<file path="src/rtl/co_x_router.sv">
// co_x_router: latches one W-bit operand through a valid/ready handshake and
// offers it to exactly one of four execution units (ALU, MUL, DIV, SQR).
// Optional SEND-state timeout is enabled with the CO_X_TIMEOUT_EN macro.
module co_x_router #(
    parameter int W       = 8,
    parameter int HW      = W / 2,
    parameter int DIV_REV = 1,
    parameter int TO_CYC  = 16
) (
    input  logic          clk,
    input  logic          rst_n,
    input  logic [W-1:0]  x_in,
    input  logic [1:0]    sel,
    input  logic          x_valid,
    output logic          x_ready,
    output logic [HW-1:0] to_alu,
    output logic [HW-1:0] to_mul,
    output logic [W-1:0]  to_div,
    output logic [W-1:0]  to_sqr,
    output logic [3:0]    dst_valid,
    input  logic [3:0]    dst_ready,
    output logic          busy,
    output logic          to_err
);

    typedef enum logic {
        IDLE = 1'b0,
        SEND = 1'b1
    } state_t;

    localparam logic [1:0] SEL_ALU = 2'd0;
    localparam logic [1:0] SEL_MUL = 2'd1;
    localparam logic [1:0] SEL_DIV = 2'd2;
    localparam logic [1:0] SEL_SQR = 2'd3;

    state_t         state_reg, state_next;
    logic [W-1:0]   x_reg, x_next;
    logic [1:0]     sel_reg, sel_next;
    logic [W-1:0]   div_word;
    logic           in_send;
    logic           handoff;
    logic           timeout_hit;

    assign in_send = (state_reg == SEND);
    // Only the ready bit of the selected unit can complete the hand-off.
    assign handoff = in_send && dst_ready[sel_reg];

    // Divider operand: optionally bit-reversed copy of the latched word.
    generate
        for (genvar gi = 0; gi < W; gi++) begin : g_div_bits
            if (DIV_REV != 0) begin : g_rev
                assign div_word[gi] = x_reg[W-1-gi];
            end else begin : g_fwd
                assign div_word[gi] = x_reg[gi];
            end
        end
    endgenerate

`ifdef CO_X_TIMEOUT_EN
    logic [7:0] count_reg, count_next;
    logic       err_reg, err_next;

    assign timeout_hit = in_send && !handoff && (count_reg == 8'(TO_CYC - 1));
    assign to_err      = err_reg;

    // Timeout counter: zero on entry to SEND, +1 per SEND cycle without hand-off.
    always_comb begin
        count_next = count_reg;
        err_next   = 1'b0;
        if (!in_send) begin
            count_next = 8'd0;
        end else if (timeout_hit) begin
            count_next = 8'd0;
            err_next   = 1'b1;
        end else if (!handoff) begin
            count_next = count_reg + 8'd1;
        end
    end

    // Timeout counter and error pulse registers.
    always_ff @(posedge clk or negedge rst_n) begin
        if (!rst_n) begin
            count_reg <= 8'd0;
            err_reg   <= 1'b0;
        end else begin
            count_reg <= count_next;
            err_reg   <= err_next;
        end
    end
`else
    assign timeout_hit = 1'b0;
    assign to_err      = 1'b0;
`endif

    // State and latched operand registers.
    always_ff @(posedge clk or negedge rst_n) begin
        if (!rst_n) begin
            state_reg <= IDLE;
            x_reg     <= '0;
            sel_reg   <= 2'd0;
        end else begin
            state_reg <= state_next;
            x_reg     <= x_next;
            sel_reg   <= sel_next;
        end
    end

    // Next-state logic: accept in IDLE, leave SEND on hand-off or timeout.
    always_comb begin
        state_next = state_reg;
        x_next     = x_reg;
        sel_next   = sel_reg;
        case (state_reg)
            IDLE: begin
                if (x_valid) begin
                    x_next     = x_in;
                    sel_next   = sel;
                    state_next = SEND;
                end
            end
            SEND: begin
                if (handoff || timeout_hit) begin
                    state_next = IDLE;
                end
            end
            default: state_next = IDLE;
        endcase
    end

    // Output decode: only the selected unit sees data, and only while in SEND.
    always_comb begin
        x_ready   = !in_send;
        busy      = in_send;
        dst_valid = 4'd0;
        to_alu    = '0;
        to_mul    = '0;
        to_div    = '0;
        to_sqr    = '0;
        if (in_send) begin
            case (sel_reg)
                SEL_ALU: begin
                    dst_valid = 4'b0001;
                    to_alu    = x_reg[HW-1:0];
                end
                SEL_MUL: begin
                    dst_valid = 4'b0010;
                    to_mul    = x_reg[HW-1:0];
                end
                SEL_DIV: begin
                    dst_valid = 4'b0100;
                    to_div    = div_word;
                end
                SEL_SQR: begin
                    dst_valid = 4'b1000;
                    to_sqr    = x_reg;
                end
                default: dst_valid = 4'd0;
            endcase
        end
    end

endmodule

</file>
<file path="config.mk">
export PLATFORM = sky130hd
export DESIGN_NAME = co_x_router
export DESIGN_NICKNAME = d
export VERILOG_FILES = /design/src/rtl/co_x_router.sv
export SDC_FILE = /design/constraint.sdc
export NUM_CORES = 1
export LEC_CHECK = 0
export BUFFER_PORTS_ARGS = -buffer_cell sky130_fd_sc_hd__clkbuf_2
export CAP_MARGIN = 20
export CORE_ASPECT_RATIO = 1.2
export CORE_MARGIN = 4
export CORE_UTILIZATION = 42
export CTS_CLUSTER_SIZE = 14
export DETAILED_ROUTE_END_ITERATION = 8
export GPL_TIMING_DRIVEN = 0
export PLACE_DENSITY = 0.85
export SLEW_MARGIN = 10
export SYNTH_ARGS = -nofsm -noshare
export SYNTH_HDL_FRONTEND = slang
export SYNTH_SLANG_ARGS = --single-unit
export TNS_END_PERCENT = 5
</file>
<file path="constraint.sdc">
create_clock -name clk -period 1.9 [get_ports clk]
set_clock_uncertainty 0.1 [all_clocks]
set_input_delay 0.38 -clock clk [delete_from_list [all_inputs] [get_ports clk]]
set_output_delay 0.38 -clock clk [all_outputs]
set_load 0.01 [all_outputs]
</file>
==> out/results.txt <==
outcome -> completed
first-pass GRT wire length -> 2410 um
VDD IR max -> 0.718 mV
Worst Hold Class -> input pin to register
worst-path cell chain -> and3_1, buf_4, and2_1, clkbuf_2
Core ar. -> 1480 sq um
Synth Register Bits -> 11
Ant. Diodes -> 0
mapped cell area -> 678 sq um
Layout Utilization -> 66.2%
most frequent cells in the layout -> clkbuf_2, and2_1, dfrtp_1
Congestion Overflow GR -> 0
multiplexer share of the synthesized area -> 22.0%
commonest non-fill, non-tap cell in the layout -> clkbuf_2
synth top area cells -> dfrtp_1, and2_1, mux2_4, mux2_2, buf_4
clock sinks -> 11
CP startpoint kind -> register
Setup WS pre-CTS -> 0.340 ns
RSZ-0062 raised after global routing -> true
Inst Count DP -> 126
PnR worst setup slack -> 0.0813 ns
Post-CTS Setup Bufs -> 0
final setup violation count -> 0
combinational family with the most area after synthesis -> simple AND/OR/NAND/NOR gates
P&R area growth vs syn -> 44.6%
cell count after synthesis -> 63
CTS root buf -> clkbuf_4
Skew-Pair Late Insertion Delay -> 0.26 ns
Max Freq -> 0.550 GHz
Crit. End Element -> primary output
Fill cells -> 116
GP Congestion -> 0.743
nets -> 132
largest net degree at the start of global routing -> 12
Distinct cells, synth -> 17
initial antenna violation count -> 0
syn_area_per_cell -> 10.8 sq um
Avg Vias per Cell -> 4.47
total CTS buffers -> 3
vias in the first global route -> 524
layout cell share with drive strength beyond 1 -> 59.6%
Post-Synth Adder-Cell Area -> 0%
minimum clock period -> 1.82 ns
hpwl dp -> 1260 um
die area -> 2320 sq um
Initial DRC Count -> 2
Worst Path Max Fanout -> 9
crit path kind -> register to primary output
Max Buffers Root-to-Sink -> 2
Max stage delay cell, worst path -> dfrtp_2
Pins Over Slew Limit -> 0
LEAKAGE -> 0.552 nW
number of max-cap violations -> 0
Power per Cell Area -> 1400 nW/um^2
setup TNS -> 0 ns
Final ANT Viol Nets -> 0
wire length per cell -> 12.3 um
sequential element share of the synthesized area -> 40.6%
GRT Util Overall -> 14.3%
Post-Layout Cell Count -> 131
WL final -> 1610 um
Vias -> 585
largest area contributor in the netlist -> dfrtp_1
Post-Synth XOR/XNOR Area -> 0%
Chip Width -> 44.7 um
Synth top area share -> 40.6%
Synth Area in Simple Gates -> 28.4%
Worst Path Arrival -> 1.34 ns
Syn Nets -> 80
starting density of the core -> 45.7%
Core Rows -> 15
period utilization -> 95.7%
CP required -> 1.42 ns
max incr delay on CP -> 0.47 ns
Synth Warn # -> 0
port bufs -> 46
CTS tree -> yes
die height -> 52.0 um
io pins -> 48
final hold violations -> 0
drt drc -> 0
max reg flops -> 8
post-synthesis compound-gate area fraction -> 2.40%
clock-pin slew on the worst setup and hold paths -> 0.07 ns
first drt pass iteration count -> 4
H-tree depth -> 1
cell families (layout without fill, tap and decap cells):
| family | after synthesis | after routing |
|---|---|---|
| DFF | 11 | 11 |
| buffers and inverters | 6 | 57 |
| AOI/OAI and AO/OA | 3 | 3 |
| and+or+nand+nor | 31 | 31 |
| muxes | 11 | 11 |
| other | 1 | 1 |
metrics by stage:
stage	cell area (sq um)	total power, mW	hold WS [ns]
3_3_place_gp	930	1.17	0.160
4_1_cts	966	1.35	0.218
5_1_grt	981	1.47	0.246
6_report	981	1.37	0.225
2_1_floorplan	678	0.929	-0.0156
3_5_place_dp	930	1.19	0.165
synth_stat cells:
library cell and count:
and2_1 24, dfrtp_1 11, mux2_4 7, buf_4 3, mux2_2 3, and3_1 2
inv_1 2, nand2_1 2, a31oi_1 1, buf_6 1, conb_1 1, mux2i_1 1
nor2_1 1, nor2b_2 1, nor3_2 1, o21ai_0 1, o21ai_1 1
power breakdown:
group	internal, mW	switching [mW]	leakage [nW]
Combinational	0.397	0.322	0.410
Clock	0.0811	0.0708	0.0150
Sequential	0.359	0.140	0.127
critical path: cells and delay by family (launching register included):
family / cells / cell delay (ns)
DFF: 1 / 0.47
and+or+nand+nor: 2 / 0.33
buffers and inverters: 2 / 0.27
per-layer routing:
layer	track usage, %	share of wire (%)
met3	3.11	9.0
met1	16.6	42
met2	23.9	49
met5	0	0
met4	7.54	0
final timing paths:
| path | from | to | slack, ns | cells after the start |
|---|---|---|---|---|
| max in group asynchronous | rst_n | sel_reg[0] | 1.02 | 2 |
| min | sel[0] | sel_reg[0] | 0.22 | 3 |
| max | sel_reg[1] | to_sqr[6] | 0.08 | 4 |
| max reg2reg | busy | x_reg[3] | 0.51 | 3 |
| min in group asynchronous | rst_n | x_reg[5] | 0.45 | 2 |
| min reg2reg | x_reg[5] | x_reg[5] | 0.41 | 1 |
what timing repair did:
action | CTS | global route
hold endpoints to repair | 11 | 0
endpoints found under the setup margin | 0 | 9
hold buffers | 1 | 0
resized for setup | 0 | 5
final cells by class:
| class | instances | area (sq um) | share of cell area [%] |
|---|---|---|---|
| buffer | 4 | 37.5 | 3.83 |
| clock buffer | 4 | 26.3 | 2.68 |
| inverter | 2 | 7.51 | 0.765 |
| multi-input combinational | 46 | 370 | 37.8 |
| sequential | 11 | 278 | 28.3 |
| tap | 17 | 21.3 | 2.17 |
| timing repair buffer | 47 | 240 | 24.5 |
(Power assumes the default switching activity.)
